===== src/rtl/int2flt_a.sv =====
// int16 (sign + 15-bit magnitude) -> binary16 converter working through a local 256x8 memory.
// Operand is read from mem[0..1]; the half-precision result is written to mem[2..3].

module int2flt_a_mem #(
   parameter int DEPTH = 256,
   parameter int AW    = $clog2(DEPTH)
) (
   input  logic          clk,
   input  logic          we_i,
   input  logic [AW-1:0] waddr_i,
   input  logic [7:0]    wdata_i,
   input  logic [AW-1:0] raddr_a_i,
   input  logic [AW-1:0] raddr_b_i,
   output logic [7:0]    rdata_a_o,
   output logic [7:0]    rdata_b_o
);
   logic [7:0] mem_core [DEPTH];

   always_ff @(posedge clk)
      if (we_i) mem_core[waddr_i] <= wdata_i;

   assign rdata_a_o = mem_core[raddr_a_i];
   assign rdata_b_o = mem_core[raddr_b_i];
endmodule

module int2flt_a #(
   parameter int MEM_DEPTH  = 256,
   parameter int MAX_CYCLES = 40
) (
   input  logic clk,
   input  logic reset,
   input  logic req,
   output logic ack
);
   localparam int AW = $clog2(MEM_DEPTH);
   localparam logic [AW-1:0] ADDR_XHI = AW'(0);
   localparam logic [AW-1:0] ADDR_XLO = AW'(1);
   localparam logic [AW-1:0] ADDR_YHI = AW'(2);
   localparam logic [AW-1:0] ADDR_YLO = AW'(3);

   typedef enum logic [2:0] {IDLE, ARMED, LOAD, NORM, ROUND, ST_HI, ST_LO, DONE} state_t;

   state_t        state_q, state_d;
   logic          sgn_q, sgn_d;
   logic [14:0]   m_q, m_d;
   logic [3:0]    p_q, p_d;
   logic [4:0]    exp_q, exp_d;
   logic [9:0]    frac_q, frac_d;

   logic          we;
   logic [AW-1:0] waddr;
   logic [7:0]    wdata;
   logic [7:0]    x_hi, x_lo;
   logic          rnd;
   logic [11:0]   sig12;

   int2flt_a_mem #(.DEPTH(MEM_DEPTH)) data_mem1 (
      .clk       (clk),
      .we_i      (we),
      .waddr_i   (waddr),
      .wdata_i   (wdata),
      .raddr_a_i (ADDR_XHI),
      .raddr_b_i (ADDR_XLO),
      .rdata_a_o (x_hi),
      .rdata_b_o (x_lo)
   );

   // Once normalised, m_q[14] is the leading one, so the kept significand is always
   // m_q[14:4] and guard/sticky fall out of m_q[3:0] (all zero when p <= 10).
   assign rnd   = m_q[3] & (m_q[4] | (|m_q[2:0]));
   assign sig12 = {1'b0, m_q[14:4]} + 12'(rnd);

   always_ff @(posedge clk or negedge reset) begin
      if (!reset) begin
         state_q <= IDLE;
         sgn_q   <= 1'b0;
         m_q     <= '0;
         p_q     <= '0;
         exp_q   <= '0;
         frac_q  <= '0;
      end else begin
         state_q <= state_d;
         sgn_q   <= sgn_d;
         m_q     <= m_d;
         p_q     <= p_d;
         exp_q   <= exp_d;
         frac_q  <= frac_d;
      end
   end

   always_comb begin
      state_d = state_q;
      sgn_d   = sgn_q;
      m_d     = m_q;
      p_d     = p_q;
      exp_d   = exp_q;
      frac_d  = frac_q;
      we      = 1'b0;
      waddr   = ADDR_YHI;
      wdata   = 8'h00;
      case (state_q)
         IDLE: ;
         ARMED: if (!req) state_d = LOAD;
         LOAD: begin
            sgn_d   = x_hi[7];
            m_d     = {x_hi[6:0], x_lo};
            p_d     = 4'd14;
            state_d = NORM;
         end
         NORM: begin
            if (m_q == '0) begin
               exp_d   = '0;
               frac_d  = '0;
               state_d = ST_HI;
            end else if (m_q[14]) begin
               state_d = ROUND;
            end else begin
               m_d = m_q << 1;
               p_d = p_q - 4'd1;
            end
         end
         ROUND: begin
            // A carry to 2048 leaves sig12[9:0] == 0, which is exactly the frac needed.
            exp_d   = 5'd15 + {1'b0, p_q} + 5'(sig12[11]);
            frac_d  = sig12[9:0];
            state_d = ST_HI;
         end
         ST_HI: begin
            we      = 1'b1;
            waddr   = ADDR_YHI;
            wdata   = {sgn_q, exp_q, frac_q[9:8]};
            state_d = ST_LO;
         end
         ST_LO: begin
            we      = 1'b1;
            waddr   = ADDR_YLO;
            wdata   = frac_q[7:0];
            state_d = DONE;
         end
         DONE: ;
         default: state_d = IDLE;
      endcase
      if (req) state_d = ARMED;
   end

   assign ack = (state_q == DONE);
endmodule


===== config.mk =====
export PLATFORM = sky130hd
export DESIGN_NAME = int2flt_a
export DESIGN_NICKNAME = d
export VERILOG_FILES = /design/src/rtl/int2flt_a.sv
export SDC_FILE = /design/constraint.sdc
export NUM_CORES = 1
export LEC_CHECK = 0
export CORE_UTILIZATION = 54
export DETAILED_ROUTE_END_ITERATION = 12
export PLACE_DENSITY = 0.82
export SYNTH_ARGS = -nofsm -noshare
export SYNTH_HDL_FRONTEND = slang
export SYNTH_SLANG_ARGS = --single-unit

===== constraint.sdc =====
create_clock -name clk -period 1.6 [get_ports clk]
set_input_delay 0.32 -clock clk [delete_from_list [all_inputs] [get_ports clk]]
set_output_delay 0.32 -clock clk [all_outputs]
set_load 0.01 [all_outputs]

==> metrics <==
largest net degree at the start of global routing 18; placed instance area 758.2 µm²; Worst Tran Pin Value 0.4180 ns; GRT busiest layer met1; setup TNS 0 ns; CTS H-tree depth 1; DIE HEIGHT approximately 38 µm; fmax approximately 670 MHz; drt total wl about 1200 µm; DRC errors left 0; Max VDD drop around 600 µV; top-count cell post-synth dfrtp_1; total power slightly below 800 µW; Synth top area share between 50 and 60%; Clock Path Buffers 2; Num CTS Buffers 3; post-layout util approximately two thirds; Synth warnings 0; Vias per Instance around 6; Layout area overhead 11.80%; Mapped Nets between 50 and 60; die width between 30 and 40 µm; top cells by count, synth dfrtp_1 (17), a22o_1 (9), nor2_1 (3), nor4_1 (3); worst r2r src state_q[2]$_DFFE_PN0P_; Worst slew margin just over 70%; Mapped Area roughly 710 µm²; worst hold slack 0.3299 ns; worst hold path class primary input to async pin; core footprint roughly 1200 µm²; GRT Util Overall 22.67%; layout cells sized above 1 about a quarter; Reg2Reg Depth 4; DP Wirelength 797.8 µm; diode count 0; M2 GR Usage between 30% and 40%; minimum clock period approximately 1.5 ns; ANT nets after route 0; post-synth top area cell dfrtp_1; first-pass GRT wire length roughly 2100 µm; Clk pin slew, worst setup/hold paths 0.10 ns; layout net count 65; vias in the first global route a little over 400; skew final 0.005230 ns; Hold Fails Final Rpt 0; die area 1465 µm²; # setup viols final 0; flops & latches, synth 17; post-synthesis cell count 52; # fillers 97; flop2flop setup slack between 0.2 and 0.25 ns; Primary FF master, synth dfrtp_1; crit path capture type primary output; gpl congestion 0.7063; Post-Layout Inst Area between 700 and 800 µm²; Routed wire per std cell about 16 µm; mux cell area share after synthesis 0%; post-synthesis compound-gate area fraction around 23%; GR Util met3 under 10%; Synth async-reset ratio 100.0%; simple-gate portion of the synthesized area between 10 and 15%; RSZ-0062 raised after global routing false; Pwr Density 980.4 nW/µm²; outcome finished, final reports clean; library cells used by synthesis 20; CP Max Fanout 2; Post-synth EDFFs 0; Post-Syn Area per Cell 13.67 µm²; root cell of the clock tree clkbuf_4; worst-skew pair later-pin latency approximately 0.29 ns; crit path from state_q[1]$_DFFE_PN0P_; adder-cell area share of the yosys netlist 0%; I/O pin cnt 4; initial core utilization slightly above 60%; startpoint types flop; Setup Crit Path Kind flop to primary output; drt pass-1 iters 3; cell leakage power between 0.3 and 0.4 nW; pins over their slew limit 0; initial antenna violation count 0; Data required, critical path roughly 1.3 ns; CTS tree done; grt met1 use about a third; FP Rows 12; clock tree sinks 17; max-cap violation count 0; reg2reg end m_q[1]$_DFFE_PN0P_; critical path arrival about 1.2 ns; largest cells by area after synthesis dfrtp_1 (60%), a22o_1 (11%), nor2b_4 (3.9%), buf_6 (3.2%), a22o_2 (2.8%); sequential area share after synthesis around 60%; via count between 400 and 500; port bufs 3; largest family of logic cells by synthesized area compound AO/OA/AOI/OAI gates; Post-Synth XOR/XNOR Area 0%; Iteration-0 DRC Markers 2; crit path to ack; fin crit share 93.20%; GR Overflow Total 0
## worst max-delay path: stages, from the launching register on
cell           delay (ns)
dfrtp_1              0.40
and3_2               0.20
dlygate4sd2_1        0.28
## power by group
group | total, mW | internal, mW | switching [mW]
clock network | 0.236 | 0.0952 | 0.141
logic | 0.0996 | 0.0414 | 0.0582
registers | 0.443 | 0.438 | 0.00491
## routing by layer
metal  vias up  wire length (µm)
met3         2                29
met5         -                 0
met4         0                10
met2         4               567
met1       222               578
li1        218                 -
## cells in the final DEF, fill, tap and decap left out, drive strengths merged
| cell type | synthesis | routed |
|---|---|---|
| nor4 | 3 | 3 |
| nor2 | 3 | 3 |
| clkinvlp | 0 | 1 |
| and4 | 1 | 1 |
| a21oi | 1 | 1 |
| a21o | 1 | 1 |
| buf | 2 | 4 |
| clkbuf | 0 | 3 |
| nand2 | 2 | 2 |
| nand2b | 1 | 1 |
| nor2b | 3 | 3 |
| dlygate4sd2 | 0 | 1 |
| o22ai | 1 | 1 |
| clkdlybuf4s50 | 0 | 2 |
| a22o | 12 | 12 |
| a311o | 1 | 1 |
| and2 | 1 | 1 |
| a31oi | 1 | 1 |
| dfrtp | 17 | 17 |
| and3 | 1 | 1 |
| o31a | 1 | 1 |
## flip-flops by register name, summed over array words and instances (netlist names)
register / count
m_q: 14
state_q: 3
## cells by family after synthesis
group / after synthesis
buf+inv: 2
simple gates: 15
flops: 17
compound gates: 18
## final cells by class
| class | instances | area (µm²) | share of cell area (%) |
|---|---|---|---|
| tap | 14 | 17.52 | 2.205 |
| sequential | 17 | 425.4 | 53.54 |
| clock buffer | 3 | 22.52 | 2.835 |
| clock inverter | 1 | 7.507 | 0.9449 |
| multi-input combinational | 33 | 262.8 | 33.07 |
| timing repair buffer | 7 | 58.81 | 7.402 |
## stage by stage
stage / std cells / setup WS, ns
finish: 75 / 0.1088
global route: 75 / 0.05494
CTS: 75 / 0.09736
floorplan: 52 / 0.4570
detailed placement: 70 / 0.1829
global placement: 70 / 0.2103
## worst min-delay path by stage
| stage | from | endpoint | slack (ns) | cells after the start |
|---|---|---|---|---|
| 6_report | reset | m_q[4]$_DFFE_PN0P_ | 0.33 | 2 |
| 2_1_floorplan | reset | m_q[10]$_DFFE_PN0P_ | 0.02 | 0 |
| 3_5_place_dp | m_q[1]$_DFFE_PN0P_ | m_q[2]$_DFFE_PN0P_ | 0.51 | 1 |
| 3_3_place_gp | m_q[1]$_DFFE_PN0P_ | m_q[2]$_DFFE_PN0P_ | 0.51 | 1 |
| 5_1_grt | reset | m_q[4]$_DFFE_PN0P_ | 0.35 | 2 |
| 4_1_cts | reset | m_q[4]$_DFFE_PN0P_ | 0.33 | 2 |
## repair_timing
| action | in CTS | in global routing |
|---|---|---|
| hold buffers | 0 | 0 |
| gates resized for setup | 1 | 0 |
| buffers inserted | 1 | 0 |
| endpoints found under the setup margin | 1 | 0 |
(Power assumes the default switching activity.)
